**src/rtl/usb4_deskew_pkg.sv**
```systemverilog
// Shared types and defaults for the two-lane receive deskew stage.
package usb4_deskew_pkg;

   typedef enum logic [1:0] {
      IDLE    = 2'd0,
      SEARCH  = 2'd1,
      ALIGNED = 2'd2
   } deskew_state_e;

   localparam logic [7:0] DESKEW_MARKER   = 8'hA5;
   localparam int         DESKEW_MAX_SKEW = 7;

endpackage

```
**src/rtl/lane_deskew_if.sv**
```systemverilog
// Decoder-to-deskew lane bytes plus aligned lane pairs and status toward lane bonding.
interface lane_deskew_if;

   logic       enable_deskew;
   logic [7:0] lane_0_rx;
   logic [7:0] lane_1_rx;
   logic [7:0] lane_0_aligned;
   logic [7:0] lane_1_aligned;
   logic       rx_valid;
   logic       deskew_done;
   logic       deskew_error;

   modport master (
      output enable_deskew, lane_0_rx, lane_1_rx,
      input  lane_0_aligned, lane_1_aligned, rx_valid, deskew_done, deskew_error
   );

   modport slave (
      input  enable_deskew, lane_0_rx, lane_1_rx,
      output lane_0_aligned, lane_1_aligned, rx_valid, deskew_done, deskew_error
   );

endinterface

```
**src/rtl/byte_delay_line.sv**
```systemverilog
// Per-lane byte history: tap 0 is the live input, tap k the byte received k cycles earlier.
module byte_delay_line #(
   parameter int DEPTH = 8,
   parameter int SEL_W = 3
) (
   input  logic             enc_clk,
   input  logic             rst,
   input  logic [7:0]       din,
   input  logic [SEL_W-1:0] sel,
   output logic [7:0]       tap
);

   logic [DEPTH-1:1][7:0] hist_q, hist_d;

   always_comb begin
      hist_d    = hist_q;
      hist_d[1] = din;
      for (int k = 2; k < DEPTH; k++) hist_d[k] = hist_q[k-1];
   end

   always_ff @(posedge enc_clk or negedge rst) begin
      if (!rst) hist_q <= '0;
      else      hist_q <= hist_d;
   end

   always_comb begin
      tap = din;
      for (int k = 1; k < DEPTH; k++) begin
         if (sel == SEL_W'(k)) tap = hist_q[k];
      end
   end

endmodule

```
**src/rtl/lane_deskew.sv**
```systemverilog
// Two-lane marker-based deskew. Optional LANE_DESKEW_MONITOR_EN enables the
// in-lock marker comparator that drops lock when only one lane shows the marker.
module lane_deskew
   import usb4_deskew_pkg::*;
#(
   parameter logic [7:0] MARKER   = DESKEW_MARKER,
   parameter int         MAX_SKEW = DESKEW_MAX_SKEW
) (
   input  logic         enc_clk,
   input  logic         rst,
   lane_deskew_if.slave bus
);

   localparam int NUM_LANES = 2;
   localparam int CW        = $clog2(MAX_SKEW + 1);

   deskew_state_e                 state_q, state_d;
   logic                          early_seen_q, early_seen_d;
   logic                          early_lane_q, early_lane_d;
   logic [CW-1:0]                 skew_cnt_q, skew_cnt_d;
   logic [NUM_LANES-1:0][CW-1:0]  dly_q, dly_d, sel;
   logic [NUM_LANES-1:0][7:0]     lane_rx, tap, aligned_q, aligned_d;
   logic [NUM_LANES-1:0]          mark;
   logic                          lock_q, lock_d;
   logic                          err_q, err_d;

   assign lane_rx = {bus.lane_1_rx, bus.lane_0_rx};
   assign mark    = {lane_rx[1] == MARKER, lane_rx[0] == MARKER};

   for (genvar i = 0; i < NUM_LANES; i++) begin : g_lane
      byte_delay_line #(.DEPTH(MAX_SKEW + 1), .SEL_W(CW)) u_dly (
         .enc_clk (enc_clk),
         .rst     (rst),
         .din     (lane_rx[i]),
         .sel     (sel[i]),
         .tap     (tap[i])
      );
   end

   // While searching, the select already carries the delays a lock this cycle
   // would latch, so the first aligned output shows both markers.
   always_comb begin
      sel = dly_q;
      if (state_q != ALIGNED) begin
         sel = '0;
         if (early_seen_q) sel[early_lane_q] = skew_cnt_q;
      end
   end

   always_comb begin
      state_d      = state_q;
      early_seen_d = early_seen_q;
      early_lane_d = early_lane_q;
      skew_cnt_d   = skew_cnt_q;
      dly_d        = dly_q;
      err_d        = 1'b0;
      if (!bus.enable_deskew) begin
         state_d      = IDLE;
         early_seen_d = 1'b0;
         early_lane_d = 1'b0;
         skew_cnt_d   = '0;
         dly_d        = '0;
      end else begin
         case (state_q)
            IDLE: state_d = SEARCH;
            SEARCH: begin
               if (!early_seen_q) begin
                  if (&mark) begin
                     state_d = ALIGNED;
                     dly_d   = sel;
                  end else if (|mark) begin
                     early_seen_d = 1'b1;
                     early_lane_d = mark[1];
                     skew_cnt_d   = CW'(1);
                  end
               end else if (mark[~early_lane_q]) begin
                  state_d      = ALIGNED;
                  dly_d        = sel;
                  early_seen_d = 1'b0;
                  skew_cnt_d   = '0;
               end else if (mark[early_lane_q]) begin
                  skew_cnt_d = CW'(1);
               end else if (skew_cnt_q == CW'(MAX_SKEW)) begin
                  err_d        = 1'b1;
                  early_seen_d = 1'b0;
                  skew_cnt_d   = '0;
               end else begin
                  skew_cnt_d = skew_cnt_q + 1'b1;
               end
            end
            ALIGNED: begin
`ifdef LANE_DESKEW_MONITOR_EN
               if ((tap[0] == MARKER) != (tap[1] == MARKER)) begin
                  state_d = SEARCH;
                  dly_d   = '0;
                  err_d   = 1'b1;
               end
`endif
            end
            default: state_d = IDLE;
         endcase
      end
      lock_d    = (state_d == ALIGNED);
      aligned_d = lock_d ? tap : '0;
   end

   always_ff @(posedge enc_clk or negedge rst) begin
      if (!rst) begin
         state_q      <= IDLE;
         early_seen_q <= 1'b0;
         early_lane_q <= 1'b0;
         skew_cnt_q   <= '0;
         dly_q        <= '0;
         aligned_q    <= '0;
         lock_q       <= 1'b0;
         err_q        <= 1'b0;
      end else begin
         state_q      <= state_d;
         early_seen_q <= early_seen_d;
         early_lane_q <= early_lane_d;
         skew_cnt_q   <= skew_cnt_d;
         dly_q        <= dly_d;
         aligned_q    <= aligned_d;
         lock_q       <= lock_d;
         err_q        <= err_d;
      end
   end

   assign bus.lane_0_aligned = aligned_q[0];
   assign bus.lane_1_aligned = aligned_q[1];
   assign bus.rx_valid       = lock_q;
   assign bus.deskew_done    = lock_q;
   assign bus.deskew_error   = err_q;

endmodule
```
**src/flat_wrapper.sv**
```systemverilog
// flat-port wrapper written by rule: the top's interface ports become plain ports
module lane_deskew_flat import usb4_deskew_pkg::*;
#(
   parameter logic [7:0] MARKER   = DESKEW_MARKER,
   parameter int         MAX_SKEW = DESKEW_MAX_SKEW
)
  (enc_clk, rst, bus_enable_deskew, bus_lane_0_rx, bus_lane_1_rx, bus_lane_0_aligned, bus_lane_1_aligned, bus_rx_valid, bus_deskew_done, bus_deskew_error);
  lane_deskew_if bus_i ();
  input  logic enc_clk;
  input  logic rst;
  input wire logic [$bits(bus_i.enable_deskew)-1:0] bus_enable_deskew;
  input wire logic [$bits(bus_i.lane_0_rx)-1:0] bus_lane_0_rx;
  input wire logic [$bits(bus_i.lane_1_rx)-1:0] bus_lane_1_rx;
  output wire logic [$bits(bus_i.lane_0_aligned)-1:0] bus_lane_0_aligned;
  output wire logic [$bits(bus_i.lane_1_aligned)-1:0] bus_lane_1_aligned;
  output wire logic [$bits(bus_i.rx_valid)-1:0] bus_rx_valid;
  output wire logic [$bits(bus_i.deskew_done)-1:0] bus_deskew_done;
  output wire logic [$bits(bus_i.deskew_error)-1:0] bus_deskew_error;
  assign bus_i.enable_deskew = bus_enable_deskew;
  assign bus_i.lane_0_rx = bus_lane_0_rx;
  assign bus_i.lane_1_rx = bus_lane_1_rx;
  assign bus_lane_0_aligned = bus_i.lane_0_aligned;
  assign bus_lane_1_aligned = bus_i.lane_1_aligned;
  assign bus_rx_valid = bus_i.rx_valid;
  assign bus_deskew_done = bus_i.deskew_done;
  assign bus_deskew_error = bus_i.deskew_error;
  lane_deskew #(.MARKER(MARKER), .MAX_SKEW(MAX_SKEW)) u_core (.enc_clk(enc_clk), .rst(rst), .bus(bus_i));
endmodule
```
**config.mk**
```make
export PLATFORM = sky130hd
export DESIGN_NAME = lane_deskew_flat
export DESIGN_NICKNAME = d
export VERILOG_FILES = /design/src/rtl/usb4_deskew_pkg.sv /design/src/rtl/lane_deskew_if.sv /design/src/rtl/byte_delay_line.sv /design/src/rtl/lane_deskew.sv /design/src/flat_wrapper.sv
export SDC_FILE = /design/constraint.sdc
export NUM_CORES = 1
export LEC_CHECK = 0
export CAP_MARGIN = 20
export CELL_PAD_IN_SITES_DETAIL_PLACEMENT = 1
export CELL_PAD_IN_SITES_GLOBAL_PLACEMENT = 1
export CORE_MARGIN = 5
export CORE_UTILIZATION = 47
export DETAILED_ROUTE_END_ITERATION = 10
export PLACE_DENSITY_LB_ADDON = 0.1
export SLEW_MARGIN = 20
export SYNTH_ARGS = -nofsm -noshare
export SYNTH_HDL_FRONTEND = slang
export SYNTH_SLANG_ARGS = --single-unit
```
**constraint.sdc**
```tcl
create_clock -name enc_clk -period 3 [get_ports enc_clk]
set_clock_uncertainty 0.15 [all_clocks]
set_input_delay 0.3 -clock enc_clk [delete_from_list [all_inputs] [get_ports enc_clk]]
set_output_delay 0.3 -clock enc_clk [all_outputs]
set_load 0.02 [all_outputs]
```
==> results.md, run 1 <==
* Area leader, netlist: dfrtp_1
* Pins Over Slew Limit at 0
* DR iter-0 viols at 311
* Post-layout min period at between 2000 and 3000 ps
* HPWL after DPL at about 11 mm
* CP max FO at 10
* Syn Nets at 532
* Netlist cell types at between 60 and 70
* Flop pwr share at 47.2%
* Synth top area share at around 61%
* Die ar. at 14,850 um^2
* #FFs+latches synth at around 140
* CP Class: flop to flop
* Num rows at 40
* Seq. cell area at approximately 3600 um^2
* Setup total negative slack at 0 ps
* Area Overhead vs Synth at 22.25%
* Main flop type after synthesis: dfrtp_1
* Antenna-violating nets left at 0
* Min-delay worst type: flop to flop
* FMAX at ~360 MHz
* Number of synthesized flops with an enable pin at 0
* Fillcell total at approximately 1,300
* Post-Syn Area at approximately 5900 um^2
* Area of the multi-input gates at around 2100 um^2
* Final worst path period share at 93.35%
* First-pass GRT wire length at roughly 26 mm
* CP required at ~3200 ps
* Pre-Repair DR Iteration Count at 4
* Final Net Count at between 500 and 600
* Synthesized instance count at 511
* Pin count of the biggest net entering global routing at 64
* Static Leak at slightly above 3 nW
* CTS Sinks at 143
* Clock share of power at roughly half
* Worst-Margin Slew at ~940 ps
* Final hold viol count at 0
* Global route overflow at 0
* Initial antenna violation count at 0
* Worst-path clk slew at 60 ps
* # setup viols final at 0
* Vias in the first global route at ~4,700
* Root Driver: clkbuf_16
* CTS tree: yes
* I/O pin count at 38
* Die height at roughly 120 um
* Max_cap viols at 0
* Sequential area share after synthesis at about three fifths
* P_sw at approximately 0.93 mW
* Post-DP Area at between 6000 and 7000 um^2
* P_int at 3.416 mW
* # diodes at 0
* RSZ-0062 raised after global routing: false
* Combinational share of power at under 10%
* Clk Latency, worst-skew pair at around 430 ps
* Avg Inst Size Synth at between 10 and 15 um^2
* Peak supply drop at 0.4615 mV
* Slew headroom at 37.50%
* GPL Wtd Cong at approximately 0.85
* Largest family of logic cells by synthesized area: compound AO/OA/AOI/OAI gates
* Top cells by area, synth: dfrtp_1 61%, a21oi_1 2.8%, o21ai_0 2.7%
* Status: finished, final reports clean
* Starting Density at 48.36%
* CP arrival at 2990 ps
* H-tree Lvls at 4
* Synth Area in Adders at less than 1%
* Area share of and/or/nand/nor cells after synthesis at roughly 13%
* # Post-CTS Setup Buffers at 0
* Synth warnings at 0
* GRT Util Overall at 22.96%
* Vias/cell at between 5 and 6
* Pwr per Cell Area at about 600 nW/um^2
* Multiplexer share of the synthesized area at less than 1%
* CTS Buf Count at 17
* Sw Ratio at roughly a fifth
* Compound-cell area share of the yosys netlist at between 20 and 25%
* Crit path capture type: flop
* Routed wire length at 15.80 mm
* DR vias at 4,400
* Asr flop ratio synth at 100.0%
* Crit start category: flop
* Routed length per instance at 21.03 um
* Clk buf depth at 2
* Share of cells above drive strength 1 at 15.44%
* Post-Synth XOR/XNOR Area at 0.1489%
* I/O Buffers at 37
* Residual DRC at 0
* Die span in x at about 120 um
* Core area at between 10,000 and 15,000 um^2
* Design area at between 7000 and 8000 um^2
==> worst paths after layout <==
path | startpoint | endpoint | slack [ps] | cells past startpoint
max in group asynchronous | rst | u_core.early_lane_q$_DFFE_PN0P_ | 1660 | 3
worst min register to register | u_core.g_lane[1].u_dly.hist_d[45]$_DFF_PN0_ | u_core.g_lane[1].u_dly.hist_d[53]$_DFF_PN0_ | 220 | 0
worst max register to register | u_core.early_seen_q$_DFFE_PN0N_ | u_core.bus.lane_0_aligned[7]$_DFF_PN0_ | 200 | 8
min in group asynchronous | rst | u_core.g_lane[1].u_dly.hist_d[43]$_DFF_PN0_ | 260 | 2
worst max-delay path | u_core.early_seen_q$_DFFE_PN0N_ | u_core.bus.lane_0_aligned[7]$_DFF_PN0_ | 200 | 8
worst min-delay path | u_core.g_lane[1].u_dly.hist_d[45]$_DFF_PN0_ | u_core.g_lane[1].u_dly.hist_d[53]$_DFF_PN0_ | 220 | 0
==> cells in the mapped netlist, types with 6 or more instances <==
cell type,number
a2111oi_0,6
a211oi_1,20
a21oi_1,33
a221oi_1,9
buf_2,13
clkbuf_1,8
dfrtp_1,143
inv_1,12
nand2_1,36
nor2_1,39
nor3_1,15
o21a_1,6
o21ai_0,32
o21ai_1,8
o22ai_1,17
o2bb2ai_1,6
==> kinds of logic after synthesis <==
family / Yosys count
AO/OA/AOI/OAI: 181
XOR/XNOR: 1
adder cells (fa/ha/maj): 2
buffers and inverters: 39
flip-flops: 143
multiplexers: 3
AND/OR/NAND/NOR: 142
==> per-layer routing <==
layer	up-vias	wire, um	track usage (%)
met5	-	0	0
li1	2010	-	-
met1	2278	7486	32.44
met3	19	694	5.153
met2	93	7420	35.43
met4	0	195	7.423
==> placed cells by master (no fill, tap or decap), types with 3 or more instances in the layout <==
| cell | n |
|---|---|
| a2111oi_0 | 3 |
| a2111oi_1 | 3 |
| a211oi_1 | 20 |
| a21o_1 | 4 |
| a21oi_1 | 33 |
| a221oi_1 | 9 |
| a31o_2 | 4 |
| a31oi_1 | 4 |
| and3_1 | 3 |
| and3b_1 | 3 |
| buf_4 | 27 |
| clkbuf_16 | 17 |
| clkbuf_8 | 6 |
| clkdlybuf4s50_1 | 36 |
| clkinv_2 | 4 |
| dfrtp_1 | 142 |
| inv_1 | 12 |
| nand2_1 | 36 |
| nand2b_1 | 5 |
| nand3_1 | 3 |
| nand3b_1 | 5 |
| nand4bb_1 | 4 |
| nor2_1 | 39 |
| nor2b_1 | 5 |
| nor3_1 | 15 |
| nor3b_1 | 3 |
| nor4bb_1 | 4 |
| o211a_1 | 4 |
| o21a_1 | 6 |
| o21ai_0 | 32 |
| o21ai_1 | 8 |
| o22ai_1 | 17 |
| o2bb2ai_1 | 6 |
| or2_2 | 4 |
==> power by group through the flow <==
stage | logic (mW) | registers, mW | clock network [mW]
floorplan | 0.0402 | 2.07 | 0
global placement | 0.134 | 2.08 | 0
detailed placement | 0.138 | 2.08 | 0
CTS | 0.140 | 2.05 | 2.18
global route | 0.154 | 2.06 | 2.27
finish | 0.137 | 2.05 | 2.16
==> cell type report <==
cell class / count / area share (%)
inverter: 12 / 0.6264
timing repair buffer: 67 / 8.683
tap: 168 / 2.923
multi-input combinational: 329 / 29.46
clock buffer: 23 / 7.065
clock inverter: 9 / 1.462
sequential: 143 / 49.78
==> through the flow <==
stage	total power [mW]	hold WS, ps	std cells	setup slack [ps]	utilization, %
final	4.345	220.2	751	199.5	59.13
after global routing	4.487	223.7	751	7.639	59.13
after CTS	4.370	221.9	751	67.25	59.09
after detailed placement	2.222	173.3	718	32.92	53.96
after global placement	2.213	156.1	718	129.1	53.96
after floorplan	2.108	-145.6	511	925.5	-
==> sequential cells by signal, summed over array words and instances, names as in the netlist <==
| register | cells |
|---|---|
| u_core.dly_q | 6 |
| u_core.early_lane_q | 1 |
| u_core.skew_cnt_q | 3 |
| u_core.state_q | 2 |
| u_core.g_lane.u_dly.hist_d | 96 |
| u_core.bus.lane_1_aligned | 8 |
| u_core.g_lane.u_dly.hist_q | 16 |
| u_core.bus.deskew_done | 1 |
| u_core.bus.deskew_error | 1 |
| u_core.bus.lane_0_aligned | 8 |
| u_core.early_seen_q | 1 |
==> repair_timing <==
| item | 4_1_cts | 5_1_grt |
|---|---|---|
| hold buffers | 1 | 0 |
| pin swaps | 0 | 1 |
| resized for setup | 1 | 3 |
| endpoints found under the hold margin | 56 | 0 |
| gates cloned | 0 | 0 |
| setup endpoints to repair | 1 | 4 |
==> critical path, stage by stage (launching register included) <==
cell       delay (ps)
dfrtp_1           490
buf_4             230
and2_0            260
a31oi_4           350
a21oi_1           130
a2111oi_1         570
buf_4             200
o21ai_1            80
a211oi_1          240
No activity file was read; power rests on OpenSTA's default activity.
==> run 2: changes to the inputs <==
--- a/config.mk
+++ b/config.mk
@@ -10,9 +10,10 @@
 export CELL_PAD_IN_SITES_GLOBAL_PLACEMENT = 1
 export CORE_MARGIN = 5
 export CORE_UTILIZATION = 47
+export CTS_CLUSTER_SIZE = 14
 export DETAILED_ROUTE_END_ITERATION = 10
 export PLACE_DENSITY_LB_ADDON = 0.1
-export SLEW_MARGIN = 20
+export SLEW_MARGIN = 10
 export SYNTH_ARGS = -nofsm -noshare
 export SYNTH_HDL_FRONTEND = slang
 export SYNTH_SLANG_ARGS = --single-unit
==> results of run 2 <==
Final layout, timing and power as in run 1 (identical DEF).
